<file path="config.mk">
export PLATFORM = sky130hd
export DESIGN_NAME = marble_dispenser_flat
export DESIGN_NICKNAME = d
export VERILOG_FILES = /design/src/rtl/marble_pkg.sv /design/src/rtl/marble_dispenser_if.sv /design/src/rtl/marble_edge_sync.sv /design/src/rtl/marble_dispenser.sv /design/src/flat_wrapper.sv
export SDC_FILE = /design/constraint.sdc
export NUM_CORES = 1
export LEC_CHECK = 0
export ABC_AREA = 1
export BUFFER_PORTS_ARGS = -buffer_cell sky130_fd_sc_hd__buf_4
export CAP_MARGIN = 0
export CORE_MARGIN = 2
export CORE_UTILIZATION = 55
export DETAILED_ROUTE_END_ITERATION = 10
export HOLD_SLACK_MARGIN = 0.06
export PLACE_DENSITY = 0.73
export SLEW_MARGIN = 25
export SYNTH_ARGS = -nofsm -noshare
export SYNTH_HDL_FRONTEND = slang
export SYNTH_SLANG_ARGS = --single-unit
</file>
<file path="constraint.sdc">
create_clock -name clk -period 1.92 [get_ports clk]
set_input_delay 0.288 -clock clk [delete_from_list [all_inputs] [get_ports clk]]
set_output_delay 0.288 -clock clk [all_outputs]
set_load 0.02 [all_outputs]
</file>
<file path="src/rtl/marble_pkg.sv">
// Shared types and marble code constants for the marble dispenser.
// The moisture classifier reuses the same marble code constants.
package marble_pkg;

   typedef enum logic [2:0] {
      IDLE   = 3'd0,
      OPEN   = 3'd1,
      SETTLE = 3'd2,
      DONE   = 3'd3,
      FAULT  = 3'd4
   } state_e;

   localparam logic [1:0] MARBLE_NONE  = 2'b00;
   localparam logic [1:0] MARBLE_ONE   = 2'b01;
   localparam logic [1:0] MARBLE_TWO   = 2'b10;
   localparam logic [1:0] MARBLE_THREE = 2'b11;

endpackage

</file>
<file path="src/rtl/marble_dispenser_if.sv">
// Classifier/actuator-side signal bundle for the marble dispenser.
// Optional macro MARBLE_TOTAL_EN adds the lifetime total_marbles output.
interface marble_dispenser_if;

   logic [1:0]  marble;
   logic        dispense_req;
   logic        drop_sense;
   logic        fault_clr;
   logic        gate_open;
   logic        busy;
   logic        done;
   logic        fault;
   logic [1:0]  dispensed;
`ifdef MARBLE_TOTAL_EN
   logic [15:0] total_marbles;
`endif

   modport master (
      output marble, dispense_req, drop_sense, fault_clr,
`ifdef MARBLE_TOTAL_EN
      input  total_marbles,
`endif
      input  gate_open, busy, done, fault, dispensed
   );

   modport slave (
      input  marble, dispense_req, drop_sense, fault_clr,
`ifdef MARBLE_TOTAL_EN
      output total_marbles,
`endif
      output gate_open, busy, done, fault, dispensed
   );

endinterface

</file>
<file path="src/rtl/marble_edge_sync.sv">
// Multi-flop synchronizer followed by a registered rising-edge pulse.
// The pulse appears STAGES+1 cycles after the asynchronous input rises.
module marble_edge_sync #(
   parameter int unsigned STAGES = 2
) (
   input  logic clk,
   input  logic rst_n,
   input  logic async_in,
   output logic pulse
);

   localparam int unsigned N = (STAGES < 2) ? 2 : STAGES;

   logic [N-1:0] sync_q, sync_d;
   logic         prev_q, prev_d;
   logic         pulse_q, pulse_d;

   always_comb begin
      sync_d  = {sync_q[N-2:0], async_in};
      prev_d  = sync_q[N-1];
      pulse_d = sync_q[N-1] & ~prev_q;
   end

   always_ff @(posedge clk or negedge rst_n) begin
      if (!rst_n) begin
         sync_q  <= '0;
         prev_q  <= 1'b0;
         pulse_q <= 1'b0;
      end else begin
         sync_q  <= sync_d;
         prev_q  <= prev_d;
         pulse_q <= pulse_d;
      end
   end

   assign pulse = pulse_q;

endmodule

</file>
<file path="src/rtl/marble_dispenser.sv">
// Dispenses 0-3 marbles one at a time, confirming each drop and settling between.
// Optional macro MARBLE_TOTAL_EN adds a saturating lifetime drop counter.
//
//   state  | meaning
//   IDLE   | waiting for dispense_req, target latched on accept
//   OPEN   | gate open, waiting for a drop or timeout
//   SETTLE | gate closed, settle timer running, drops ignored
//   DONE   | one-cycle completion pulse
//   FAULT  | gate open timeout, held until fault_clr
module marble_dispenser
   import marble_pkg::*;
#(
   parameter int unsigned GATE_OPEN_MAX = 100000000,
   parameter int unsigned SETTLE_CYCLES = 25000000,
   parameter int unsigned SYNC_STAGES   = 2
) (
   input  logic              clk,
   input  logic              rst_n,
   marble_dispenser_if.slave bus
);

   localparam int unsigned TMR_MAX = (GATE_OPEN_MAX > SETTLE_CYCLES) ? GATE_OPEN_MAX : SETTLE_CYCLES;
   localparam int unsigned TMR_W   = (TMR_MAX > 1) ? $clog2(TMR_MAX) : 1;
   localparam logic [TMR_W-1:0] OPEN_LAST   = TMR_W'(GATE_OPEN_MAX - 1);
   localparam logic [TMR_W-1:0] SETTLE_LAST = TMR_W'(SETTLE_CYCLES - 1);

   state_e             state_q, state_d;
   logic [TMR_W-1:0]   timer_q, timer_d;
   logic [1:0]         target_q, target_d;
   logic [1:0]         dispensed_q, dispensed_d;
   logic               drop_evt;
   logic               count_evt;

   marble_edge_sync #(.STAGES(SYNC_STAGES)) u_drop_sync (
      .clk      (clk),
      .rst_n    (rst_n),
      .async_in (bus.drop_sense),
      .pulse    (drop_evt)
   );

   assign count_evt = (state_q == OPEN) && drop_evt;

   always_comb begin
      state_d     = state_q;
      timer_d     = timer_q;
      target_d    = target_q;
      dispensed_d = dispensed_q;
      case (state_q)
         IDLE: begin
            if (bus.dispense_req) begin
               target_d    = bus.marble;
               dispensed_d = '0;
               timer_d     = '0;
               state_d     = (bus.marble == MARBLE_NONE) ? DONE : OPEN;
            end
         end
         OPEN: begin
            // a drop on the final open cycle still counts rather than faulting
            if (drop_evt) begin
               dispensed_d = dispensed_q + 2'd1;
               timer_d     = '0;
               state_d     = SETTLE;
            end else if (timer_q == OPEN_LAST) begin
               timer_d = '0;
               state_d = FAULT;
            end else begin
               timer_d = timer_q + 1'b1;
            end
         end
         SETTLE: begin
            if (timer_q == SETTLE_LAST) begin
               timer_d = '0;
               state_d = (dispensed_q == target_q) ? DONE : OPEN;
            end else begin
               timer_d = timer_q + 1'b1;
            end
         end
         DONE:    state_d = IDLE;
         FAULT:   if (bus.fault_clr) state_d = IDLE;
         default: state_d = IDLE;
      endcase
   end

   always_ff @(posedge clk or negedge rst_n) begin
      if (!rst_n) begin
         state_q     <= IDLE;
         timer_q     <= '0;
         target_q    <= '0;
         dispensed_q <= '0;
      end else begin
         state_q     <= state_d;
         timer_q     <= timer_d;
         target_q    <= target_d;
         dispensed_q <= dispensed_d;
      end
   end

   // outputs decode directly from the async-reset state register
   assign bus.gate_open = (state_q == OPEN);
   assign bus.busy      = (state_q != IDLE) && (state_q != FAULT);
   assign bus.done      = (state_q == DONE);
   assign bus.fault     = (state_q == FAULT);
   assign bus.dispensed = dispensed_q;

`ifdef MARBLE_TOTAL_EN
   logic [15:0] total_q, total_d;

   always_comb begin
      total_d = total_q;
      if (count_evt && (total_q != 16'hFFFF)) total_d = total_q + 16'd1;
   end

   always_ff @(posedge clk or negedge rst_n) begin
      if (!rst_n) total_q <= '0;
      else        total_q <= total_d;
   end

   assign bus.total_marbles = total_q;
`endif

endmodule

</file>
<file path="src/flat_wrapper.sv">
// flat-port wrapper written by rule: the top's interface ports become plain ports
module marble_dispenser_flat import marble_pkg::*;
#(
   parameter int unsigned GATE_OPEN_MAX = 100000000,
   parameter int unsigned SETTLE_CYCLES = 25000000,
   parameter int unsigned SYNC_STAGES   = 2
)
  (clk, rst_n, bus_marble, bus_dispense_req, bus_drop_sense, bus_fault_clr, bus_gate_open, bus_busy, bus_done, bus_fault, bus_dispensed);
  marble_dispenser_if bus_i ();
  input  logic clk;
  input  logic rst_n;
  input wire logic [$bits(bus_i.marble)-1:0] bus_marble;
  input wire logic [$bits(bus_i.dispense_req)-1:0] bus_dispense_req;
  input wire logic [$bits(bus_i.drop_sense)-1:0] bus_drop_sense;
  input wire logic [$bits(bus_i.fault_clr)-1:0] bus_fault_clr;
  output wire logic [$bits(bus_i.gate_open)-1:0] bus_gate_open;
  output wire logic [$bits(bus_i.busy)-1:0] bus_busy;
  output wire logic [$bits(bus_i.done)-1:0] bus_done;
  output wire logic [$bits(bus_i.fault)-1:0] bus_fault;
  output wire logic [$bits(bus_i.dispensed)-1:0] bus_dispensed;
  assign bus_i.marble = bus_marble;
  assign bus_i.dispense_req = bus_dispense_req;
  assign bus_i.drop_sense = bus_drop_sense;
  assign bus_i.fault_clr = bus_fault_clr;
  assign bus_gate_open = bus_i.gate_open;
  assign bus_busy = bus_i.busy;
  assign bus_done = bus_i.done;
  assign bus_fault = bus_i.fault;
  assign bus_dispensed = bus_i.dispensed;
  marble_dispenser #(.GATE_OPEN_MAX(GATE_OPEN_MAX), .SETTLE_CYCLES(SETTLE_CYCLES), .SYNC_STAGES(SYNC_STAGES)) u_core (.clk(clk), .rst_n(rst_n), .bus(bus_i));
endmodule
</file>
==> results of run 1 <==
==> cells by family after synthesis <==
group	count (synthesis)	synth area share [%]
AO/OA/AOI/OAI	18	3.83
XOR/XNOR	9	3.26
adder cells (fa/ha/maj)	1	0.518
buffers and inverters	50	8.49
flip-flops	38	39.3
multiplexers	2	0.932
AND/OR/NAND/NOR	231	43.6
==> per-layer routing <==
metal / vias up / share of wire [%] / track usage [%]
li1: 1125 / - / -
met1: 978 / 48 / 34.7
met2: 64 / 44 / 37.3
met3: 8 / 6.2 / 3.46
met4: 0 / 1.7 / 8.33
met5: - / 0 / 0
==> layout by cell type (no fill, tap or decap), types with 2 or more instances in the layout <==
cell / count
nor3_1: 7
dfrtp_1: 38
mux2_2: 2
nand2_4: 2
clkinvlp_4: 2
xnor2_1: 4
nand4_1: 3
nand3_1: 24
nand2_1: 106
buf_4: 16
a21oi_1: 6
inv_1: 45
nand3_2: 9
nor2_1: 58
o21ai_0: 10
nor2_2: 13
nand2_2: 5
xor2_1: 5
clkbuf_8: 5
==> state kept, by name (all words and copies together) (netlist names) <==
| register | count |
|---|---|
| u_core.bus.dispensed | 2 |
| u_core.u_drop_sync.prev_q | 1 |
| u_core.timer_q | 27 |
| u_core.target_q | 2 |
| u_core.u_drop_sync.sync_q | 2 |
| u_core.u_drop_sync.pulse | 1 |
| u_core.state_q | 3 |
==> critical path: stages (launching register included) <==
cell     delay [ns]
dfrtp_1        0.40
ha_1           0.20
inv_1          0.08
nor2_2         0.17
nand2_2        0.10
nor2_1         0.11
nand2_1        0.11
nand2_4        0.11
nand3_4        0.17
inv_8          0.14
nor2_2         0.05
==> power breakdown <==
part	switching, uW	total (uW)	internal [uW]
clock	303	690	386
sequential	77.4	967	889
combinational	707	1060	350
==> through the flow <==
step	util [%]	hold WS (ns)	power (uW)	area, sq um	instances
4_1_cts	62.8	0.0837	2710	2700	422
3_5_place_dp	59.9	0.277	2010	2570	413
6_report	63.1	0.0938	2710	2710	423
5_1_grt	63.1	0.0819	2870	2710	423
2_1_floorplan	-	-0.00759	1730	2420	349
3_3_place_gp	59.9	0.281	2000	2570	413
==> worst max path at each step <==
stage | slack (ns) | startpoint | end | cells after the start
after floorplan | 0.41 | u_core.timer_q[0] | u_core.timer_q[11] | 10
after global placement | 0.15 | u_core.timer_q[0] | u_core.timer_q[21] | 10
after detailed placement | 0.12 | u_core.timer_q[1] | u_core.timer_q[11] | 10
after CTS | 0.09 | u_core.timer_q[0] | u_core.timer_q[11] | 10
after global routing | 0.01 | u_core.timer_q[1] | u_core.timer_q[11] | 10
final | 0.18 | u_core.timer_q[1] | u_core.timer_q[11] | 10
==> what timing repair did <==
| action | in CTS | in global routing |
|---|---|---|
| hold endpoints to repair | 38 | 0 |
| setup buffers | 0 | 1 |
| resized for setup | 0 | 2 |
| hold buffers | 1 | 0 |
| endpoints found under the setup margin | 0 | 14 |
==> area by class of cell <==
type	count	area (sq um)
Clock buffer	5	68.8
Clock inverter	3	45.0
Fill cell	413	1590
Inverter	47	184
Multi-Input combinational cell	261	1260
Sequential cell	38	951
Tap cell	52	65.1
Timing Repair Buffer	17	130
==> reports/metrics.cfg, run 1 <==
[yosys]
ys_ff_latch=38
seq_area_frac_synth_pct=39.3
postSynthCellCount=349
synth_top_area_share_pct=39.3
synthFlopType=dfrtp_1
yosysWarningCount=0
syn_nets=357
synthTopCellsByCount=106 x nand2_1, 59 x nor2_1, 45 x inv_1
yosysTopAreaCell=dfrtp_1
yosysMostFrequentCell=nand2_1
synthArstFlopShare_pct=100
synth_cell_types=28
syn_avg_cell_area_sq_um=6.93
synth-edff-count=0
syn_area_sq_um=2420
synthTopCellsByArea=dfrtp_1 39%, nand2_1 16%, nor2_1 9.2%, inv_1 7.0%, nand3_1 5.0%

[worst_setup_path]
cp.arrival_ns=1.93
reg2reg_to=u_core.timer_q[11]
r2r.worst_path.cells=10
worst-path-max-fanout=9
r2r_start=u_core.timer_q[1]
cp-end-kind=flip-flop
worstSetupPathType=flip-flop to flip-flop
crit_required_ns=2.10
r2r_slack_ns=0.18
critPathLaunchType=flip-flop

[placed_design]
preCtsSetupSlack_ns=0.122
gp_congestion=0.961
hpwl_um=4160
port_buffers=12

[floorplan]
die-area_sq_um=4940
rows=24
dieWidth_um=70.3
io_pins=13
fp.coreArea_sq_um=4290
die_h_um=70.3
start_util_pct=56.3

[timing]
finalCriticalPeriod_ns=1.74
drv_slew=0
setup_ws_ns=0.176
fin_skew_ns=0.00689
max_freq_ghz=0.573
tightest_slew_ns=0.481
slew_headroom_pct=67.9
post-route-period-util_pct=90.9
timing.final.setup_violations=0
final-hold-violation-count=0
rsz0062_at_grt=no
setup_tns_ns=0

[detailed_routing]
drc=0
totalWireLength_um=5360
wl_per_cell_um=12.7
drt_iter0_drc=156
via_count=2175
firstDrtPassIters=4
viasPerCell=5.14
ant_nets=0

[hold_path]
hp-start=bus_drop_sense
hold_path_class=input port to flip-flop
holdPathEnd=u_core.u_drop_sync.sync_q[0]
whs_path_depth=1

[global_routing]
grt_usage_pct=24.2
grt_pass1_vias=2092
grt_first_pass_wirelength_um=9470
grt_start_max_net_pins=39
grt_remaining_overflow=0
antenna_found_initial=0

[power]
p_leak_uw=0.00128
power.density_nw_per_um2=1000
vdd_drop_max_v=0.000535

[clocking]
cts.sinks=38
cts_tree=built
cts_buffers=5
clkLatencyLatePin_ns=0.30
htreeDepth=2
cts.path.max_buffers=2
root_buffer=clkbuf_8
clkSlewWorstSetupHoldPaths_ns=0.08

[layout]
area_delta_synth_final_pct=12.0
nNetsFinal=378
antenna_cells=0
drive_above_1_share_pct=15.9

[outcome]
status=finished, final reports clean

[job]
drv_cap=0

Power figures use the tool's default switching activity.
==> run 2: changes to the inputs <==
--- a/config.mk
+++ b/config.mk
@@ -5,11 +5,11 @@
 export SDC_FILE = /design/constraint.sdc
 export NUM_CORES = 1
 export LEC_CHECK = 0
-export ABC_AREA = 1
 export BUFFER_PORTS_ARGS = -buffer_cell sky130_fd_sc_hd__buf_4
 export CAP_MARGIN = 0
 export CORE_MARGIN = 2
 export CORE_UTILIZATION = 55
+export CTS_CLUSTER_SIZE = 40
 export DETAILED_ROUTE_END_ITERATION = 10
 export HOLD_SLACK_MARGIN = 0.06
 export PLACE_DENSITY = 0.73
==> reports/metrics.cfg, run 2 <==
[outcome]
status=finished with violations  ; was finished, final reports clean
violations=negative setup slack

[global_routing]
grt_usage_pct=29.1  ; was 24.2%
grt_pass1_vias=2007  ; was 2092
grt_start_max_net_pins=39  ; unchanged
antenna_found_initial=0  ; unchanged
grt_first_pass_wirelength_um=9580  ; was 9470 um
grt_remaining_overflow=0  ; unchanged

[timing]
fin_skew_ns=0.0101  ; was 0.00689 ns
max_freq_ghz=0.478  ; was 0.573 GHz
tightest_slew_ns=0.591  ; was 0.481 ns
slew_headroom_pct=60.1  ; was 67.9%
rsz0062_at_grt=yes  ; was no
post-route-period-util_pct=109  ; was 90.9%
hold_slack_ns=0.107  ; was 0.0938 ns
setup_ws_ns=-0.174  ; was 0.176 ns
final-hold-violation-count=0  ; unchanged
timing.final.setup_violations=27  ; was 0
drv_slew=0  ; unchanged
finalCriticalPeriod_ns=2.09  ; was 1.74 ns

[detailed_routing]
totalWireLength_um=5960  ; was 5360 um
ant_nets=0  ; unchanged
viasPerCell=5.98  ; was 5.14
wl_per_cell_um=16.8  ; was 12.7 um
firstDrtPassIters=7  ; was 4
drc=0  ; unchanged
via_count=2122  ; was 2175
drt_iter0_drc=200  ; was 156

[worst_setup_path]
slowest_stage=dfrtp_1  ; unchanged
crit_family=simple AND/OR/NAND/NOR gates  ; unchanged
worstSetupPathType=flip-flop to flip-flop  ; unchanged
crit_required_ns=2.11  ; was 2.10 ns
cp_slowest_stage_delay_ns=0.38  ; was 0.40 ns
cp.arrival_ns=2.28  ; was 1.93 ns
critPathLaunchType=flip-flop  ; unchanged
cp-end-kind=flip-flop  ; unchanged
worst-path-max-fanout=8  ; was 9
crit_chain=nor4bb_2 > nand4_1 > buf_4 > o31ai_4 > nand2_2 > buf_6 > and3_4 > a21o_1  ; was ha_1 > inv_1 > nor2_2 > nand2_2 > nor2_1 > nand2_1 > nand2_4 > nand3_4 > inv_8 > nor2_2
crit_buf_inv=2  ; unchanged

[power]
p_leak_uw=0.00131  ; was 0.00128 uW
p_total_uw=3760  ; was 2710 uW
vdd_drop_max_v=0.000906  ; was 0.000535 V
power.density_nw_per_um2=1280  ; was 1000 nW/um^2

[yosys]
synthFlopType=dfrtp_1  ; unchanged
synth-edff-count=0  ; unchanged
yosysWarningCount=0  ; unchanged
synthTopCellsByArea=dfrtp_1 45%, nand2_1 5.8%, nor2_1 4.2%, xnor2_1 3.3%, a31oi_1 3.2%  ; was dfrtp_1 39%, nand2_1 16%, nor2_1 9.2%, inv_1 7.0%, nand3_1 5.0%
synth_cell_types=51  ; was 28
yosysTopAreaCell=dfrtp_1  ; unchanged
synthTopCellsByCount=38 x dfrtp_1, 33 x nand2_1, 24 x nor2_1  ; was 106 x nand2_1, 59 x nor2_1, 45 x inv_1
synthArstFlopShare_pct=100  ; unchanged
syn_area_sq_um=2120  ; was 2420 sq um
yosysMostFrequentCell=dfrtp_1  ; was nand2_1
postSynthCellCount=235  ; was 349
syn_nets=243  ; was 357
ys_ff_latch=38  ; unchanged
seq_area_frac_synth_pct=44.8  ; was 39.3%
synth_top_area_share_pct=44.8  ; was 39.3%
syn_avg_cell_area_sq_um=9.02  ; was 6.93 sq um

[job]
drv_cap=0  ; unchanged

[layout]
design_area_sq_um=2940  ; was 2710 sq um
largest_reg_flops=27  ; unchanged
regMostFlops=u_core.timer_q  ; unchanged
stdcell_count=355  ; was 423
reg.largest.list=u_core.timer_q x27, u_core.state_q x3  ; unchanged
drive_above_1_share_pct=37.5  ; was 15.9%
mostFrequentLayoutCells=65 x buf_4, 38 x dfrtp_1, 31 x nand2_1, 20 x nor2_1  ; was 106 x nand2_1, 58 x nor2_1, 45 x inv_1, 38 x dfrtp_1, 24 x nand3_1
final_common_cell=buf_4  ; was nand2_1
nNetsFinal=314  ; was 378
area_delta_synth_final_pct=38.6  ; was 12.0%
fillers=236  ; was 413
antenna_cells=0  ; unchanged

[placed_design]
placed_area_sq_um=2640  ; was 2570 sq um
gp_congestion=0.941  ; was 0.961
dp_cells=337  ; was 413
hpwl_um=4120  ; was 4160 um
port_buffers=12  ; unchanged

[clocking]
cts.path.max_buffers=2  ; unchanged
clkLatencyLatePin_ns=0.29  ; was 0.30 ns
cts.sinks=38  ; unchanged
clkSlewWorstSetupHoldPaths_ns=0.08  ; about the same
htreeDepth=2  ; unchanged
root_buffer=clkbuf_8  ; unchanged
cts_tree=built  ; unchanged
cts_buffers=5  ; unchanged

[floorplan]
fp.coreArea_sq_um=3690  ; was 4290 sq um
start_util_pct=57.5  ; was 56.3%
rows=22  ; was 24
io_pins=13  ; unchanged
die-area_sq_um=4370  ; was 4940 sq um
die_h_um=66.1  ; was 70.3 um
dieWidth_um=66.1  ; was 70.3 um

[hold_path]
hold_path_class=input port to flip-flop  ; unchanged

==> run 2: cell types whose count changed after synthesis, moves of 11 or more <==
cell,delta
nand2_1,-73
nor2_2,-12
nor2_1,-35
inv_1,-42
a31oi_1,+11
nand3_1,-15
==> run 2: routing by layer <==
metal  wire, um  global-route usage [%]
met1       2590                    39.5
met2       2870                    46.9
met3        378                    5.28
met4        124                    9.18
met5          0                       0
==> run 2: worst register-to-register path, stage by stage, from the launching register on <==
cell and delay [ns]:
dfrtp_1 0.38, nor4bb_2 0.31, nand4_1 0.15, buf_4 0.18
o31ai_4 0.33, nand2_2 0.18, buf_6 0.18, and3_4 0.14
a21o_1 0.14
==> run 2: timing repair <==
item                       in CTS  in global routing
hold buffers                    1                  0
hold endpoints to repair       38                  0
gates cloned                    0                  1
setup buffers                   5                  3
setup endpoints to repair      25                 28
pin swaps                       9                  7
gates resized for setup        27                  9
==> run 2: area by class of cell <==
cell class	instances	area [sq um]	area share, %
clock buffers	7	86.3	2.94
clock inverters	1	5.00	0.170
inverters	3	11.3	0.383
multi-input cells	184	1240	42.0
flip-flops and latches	38	951	32.3
well taps	48	60.1	2.04
repair buffers	74	591	20.1
==> run 2: worst paths after layout <==
kind,startpoint,end,slack [ns],cells past startpoint
setup reg to reg,u_core.timer_q[8],u_core.timer_q[13],-0.17,8
setup / recovery,u_core.timer_q[8],u_core.timer_q[13],-0.17,8
max in group asynchronous,rst_n,u_core.timer_q[23],1.06,2
min in group asynchronous,rst_n,u_core.timer_q[6],0.51,2
hold / removal,bus_drop_sense,u_core.u_drop_sync.sync_q[0],0.11,1
hold reg to reg,u_core.u_drop_sync.sync_q[0],u_core.u_drop_sync.sync_q[1],0.35,0
==> run 2: logic make-up after synthesis <==
family,count (synthesis),synth area share [%]
and+or+nand+nor,117,29.5
AOI/OAI and AO/OA,54,16.6
DFF,38,44.8
buffers and inverters,13,3.24
xor gates and xnor gates,8,3.30
muxes,4,1.95
adders and majority gates,1,0.590
==> run 2: metrics by stage <==
stage | TNS (ns) | setup slack (ns) | utilization (%)
CTS | -0.909 | -0.0997 | 78.1
global route | -4.41 | -0.241 | 79.7
global placement | -1.18 | -0.106 | 71.5
floorplan | -0.226 | -0.0655 | -
finish | -2.75 | -0.174 | 79.7
detailed placement | -2.23 | -0.178 | 71.5
==> run 2: power by group <==
part           switching (uW)  total (uW)  leakage, uW  internal (uW)
Clock                     273         562    0.0000482            290
Sequential                153        1120     0.000510            969
Combinational            1090        2070     0.000748            977
==> run 3: changes to the inputs <==
--- a/config.mk
+++ b/config.mk
@@ -8,11 +8,11 @@
 export BUFFER_PORTS_ARGS = -buffer_cell sky130_fd_sc_hd__buf_4
 export CAP_MARGIN = 0
 export CORE_MARGIN = 2
-export CORE_UTILIZATION = 55
+export CORE_UTILIZATION = 42
 export CTS_CLUSTER_SIZE = 40
 export DETAILED_ROUTE_END_ITERATION = 10
+export GPL_TIMING_DRIVEN = 0
 export HOLD_SLACK_MARGIN = 0.06
-export PLACE_DENSITY = 0.73
 export SLEW_MARGIN = 25
 export SYNTH_ARGS = -nofsm -noshare
 export SYNTH_HDL_FRONTEND = slang
==> reports/metrics.cfg, run 3 (synthesis gave the netlist of run 2 again) <==
[outcome]
status=finished with violations  ; unchanged
violations=negative setup slack  ; unchanged

[clocking]
clkLatencyLatePin_ns=0.29  ; about the same
clkSlewWorstSetupHoldPaths_ns=0.08  ; about the same
htreeDepth=2  ; unchanged
cts.path.max_buffers=2  ; unchanged
root_buffer=clkbuf_8  ; unchanged
cts_buffers=5  ; unchanged
cts.sinks=38  ; unchanged
cts_tree=built  ; unchanged

[timing]
rsz0062_at_grt=yes  ; unchanged
drv_slew=0  ; unchanged
setup_ws_ns=-0.169  ; was -0.174 ns
hold_slack_ns=0.104  ; was 0.107 ns
slew_headroom_pct=58.0  ; was 60.1%
timing.final.setup_violations=28  ; was 27
fin_skew_ns=0.0106  ; was 0.0101 ns
finalCriticalPeriod_ns=2.09  ; about the same
final-hold-violation-count=0  ; unchanged
tightest_slew_ns=0.626  ; was 0.591 ns
post-route-period-util_pct=109  ; about the same
max_freq_ghz=0.479  ; was 0.478 GHz

[placed_design]
preCtsSetupSlack_ns=-0.729  ; was -0.178 ns
port_buffers=12  ; unchanged
gp_congestion=0.869  ; was 0.941
hpwl_um=3670  ; was 4120 um

[worst_setup_path]
critPathLaunchType=flip-flop  ; unchanged
crit_chain=nor4bb_2 > nand4_1 > buf_4 > o31ai_4 > and2_4 > buf_8 > nor3_2 > mux2_2  ; was nor4bb_2 > nand4_1 > buf_4 > o31ai_4 > nand2_2 > buf_6 > and3_4 > a21o_1
slowest_stage=dfrtp_2  ; was dfrtp_1
worst-path-max-fanout=5  ; was 8
worstSetupPathType=flip-flop to flip-flop  ; unchanged
cp_slowest_stage_delay_ns=0.43  ; was 0.38 ns
crit_required_ns=2.09  ; was 2.11 ns
cp.arrival_ns=2.26  ; was 2.28 ns
cp-end-kind=flip-flop  ; unchanged

[detailed_routing]
wl_per_cell_um=16.4  ; was 16.8 um
via_count=1947  ; was 2122
firstDrtPassIters=4  ; was 7
viasPerCell=5.63  ; was 5.98
totalWireLength_um=5670  ; was 5960 um
ant_nets=0  ; unchanged
drc=0  ; unchanged
drt_iter0_drc=184  ; was 200

[floorplan]
start_util_pct=44.3  ; was 57.5%
fp.coreArea_sq_um=4790  ; was 3690 sq um
rows=25  ; was 22
dieWidth_um=75.1  ; was 66.1 um
die_h_um=75.1  ; was 66.1 um
die-area_sq_um=5630  ; was 4370 sq um
io_pins=13  ; unchanged

[layout]
largest_reg_flops=27  ; unchanged
nNetsFinal=286  ; was 314
final_common_cell=dfrtp_1  ; was buf_4
regMostFlops=u_core.timer_q  ; unchanged
reg.largest.list=u_core.timer_q x27, u_core.state_q x3  ; unchanged
mostFrequentLayoutCells=34 x dfrtp_1, 29 x nand2_1, 29 x buf_4, 14 x nor2_1, 11 x a31oi_1  ; was 65 x buf_4, 38 x dfrtp_1, 31 x nand2_1, 20 x nor2_1
drive_above_1_share_pct=36.2  ; was 37.5%
area_delta_synth_final_pct=36.5  ; was 38.6%
antenna_cells=0  ; unchanged

[power]
power.density_nw_per_um2=1410  ; was 1280 nW/um^2
vdd_drop_max_v=0.000667  ; was 0.000906 V
p_leak_uw=0.00119  ; was 0.00131 uW

[global_routing]
antenna_found_initial=0  ; unchanged
grt_first_pass_wirelength_um=9210  ; was 9580 um
grtUsageMet2_pct=32.5  ; was 46.9%
grt_usage_pct=22.3  ; was 29.1%
met1_usage_pct=32.9  ; was 39.5%
grt_start_max_net_pins=39  ; unchanged
grt.busiest_layer=met1  ; was met2
grt_pass1_vias=1787  ; was 2007
grt_remaining_overflow=0  ; unchanged
grt_util_met3_pct=4.15  ; was 5.28%

[job]
drv_cap=0  ; unchanged

[hold_path]
hold_path_class=input port to flip-flop  ; unchanged

## run 3: cell count changes in the layout (fill, tap and decap cells not counted), sizes merged
cell / before / now
buf: 73 / 42
bufbuf: 0 / 1
clkbuf: 7 / 8
clkinvlp: 0 / 1
## run 3: final timing paths
path / cells past startpoint / start / endpoint / slack [ns]
max in group asynchronous: 2 / rst_n / u_core.timer_q[8] / 1.03
min in group asynchronous: 2 / rst_n / u_core.target_q[0] / 0.50
worst max-delay path: 8 / u_core.timer_q[8] / u_core.timer_q[9] / -0.17
worst min-delay path: 1 / bus_drop_sense / u_core.u_drop_sync.sync_q[0] / 0.10
worst max register to register: 8 / u_core.timer_q[8] / u_core.timer_q[9] / -0.17
worst min register to register: 0 / u_core.u_drop_sync.sync_q[0] / u_core.u_drop_sync.sync_q[1] / 0.36
## run 3: power by group
part	switching, uW	internal, uW
Sequential	209	972
Clock	293	289
Combinational	1170	1130
## run 3: timing repair
item,4_1_cts,5_1_grt
cloned,3,0
endpoints found under the hold margin,38,0
setup endpoints to repair,29,28
resized for setup,30,32
setup buffers,15,8
hold buffers,1,0
pin swaps,14,15
## run 3: metal layers
metal | up-vias | wire [um]
met2 | 45 | 2640
li1 | 940 | -
met5 | - | 0
met1 | 955 | 2640
met3 | 7 | 301
met4 | 0 | 88
## run 3: per-stage QoR
stage | cells | util (%) | total power, uW | TNS, ns | area [sq um]
floorplan | 235 | - | 2090 | -0.226 | 2170
global placement | 314 | 48.9 | 2540 | -13.38 | 2340
detailed placement | 314 | 48.9 | 2560 | -12.54 | 2340
CTS | 338 | 56.8 | 3800 | -2.89 | 2720
global route | 346 | 60.5 | 4310 | -4.43 | 2890
finish | 346 | 60.5 | 4070 | -2.41 | 2890
## run 3: cell type report
class,instances,area (sq um)
tap,67,83.8
fill,415,1890
clock buffer,6,82.6
sequential,38,956
buffer,7,73.8
timing repair buffer,39,375
inverter,3,11.3
clock inverter,2,12.5
multi-input combinational,184,1300
## run 3: critical path: cells and delay by family (launching register included)
| family | cells | cell delay [ns] |
|---|---|---|
| AND/OR/NAND/NOR | 4 | 0.69 |
| multiplexers | 1 | 0.25 |
| AO/OA/AOI/OAI | 1 | 0.29 |
| buffers and inverters | 2 | 0.31 |
| flip-flops | 1 | 0.43 |
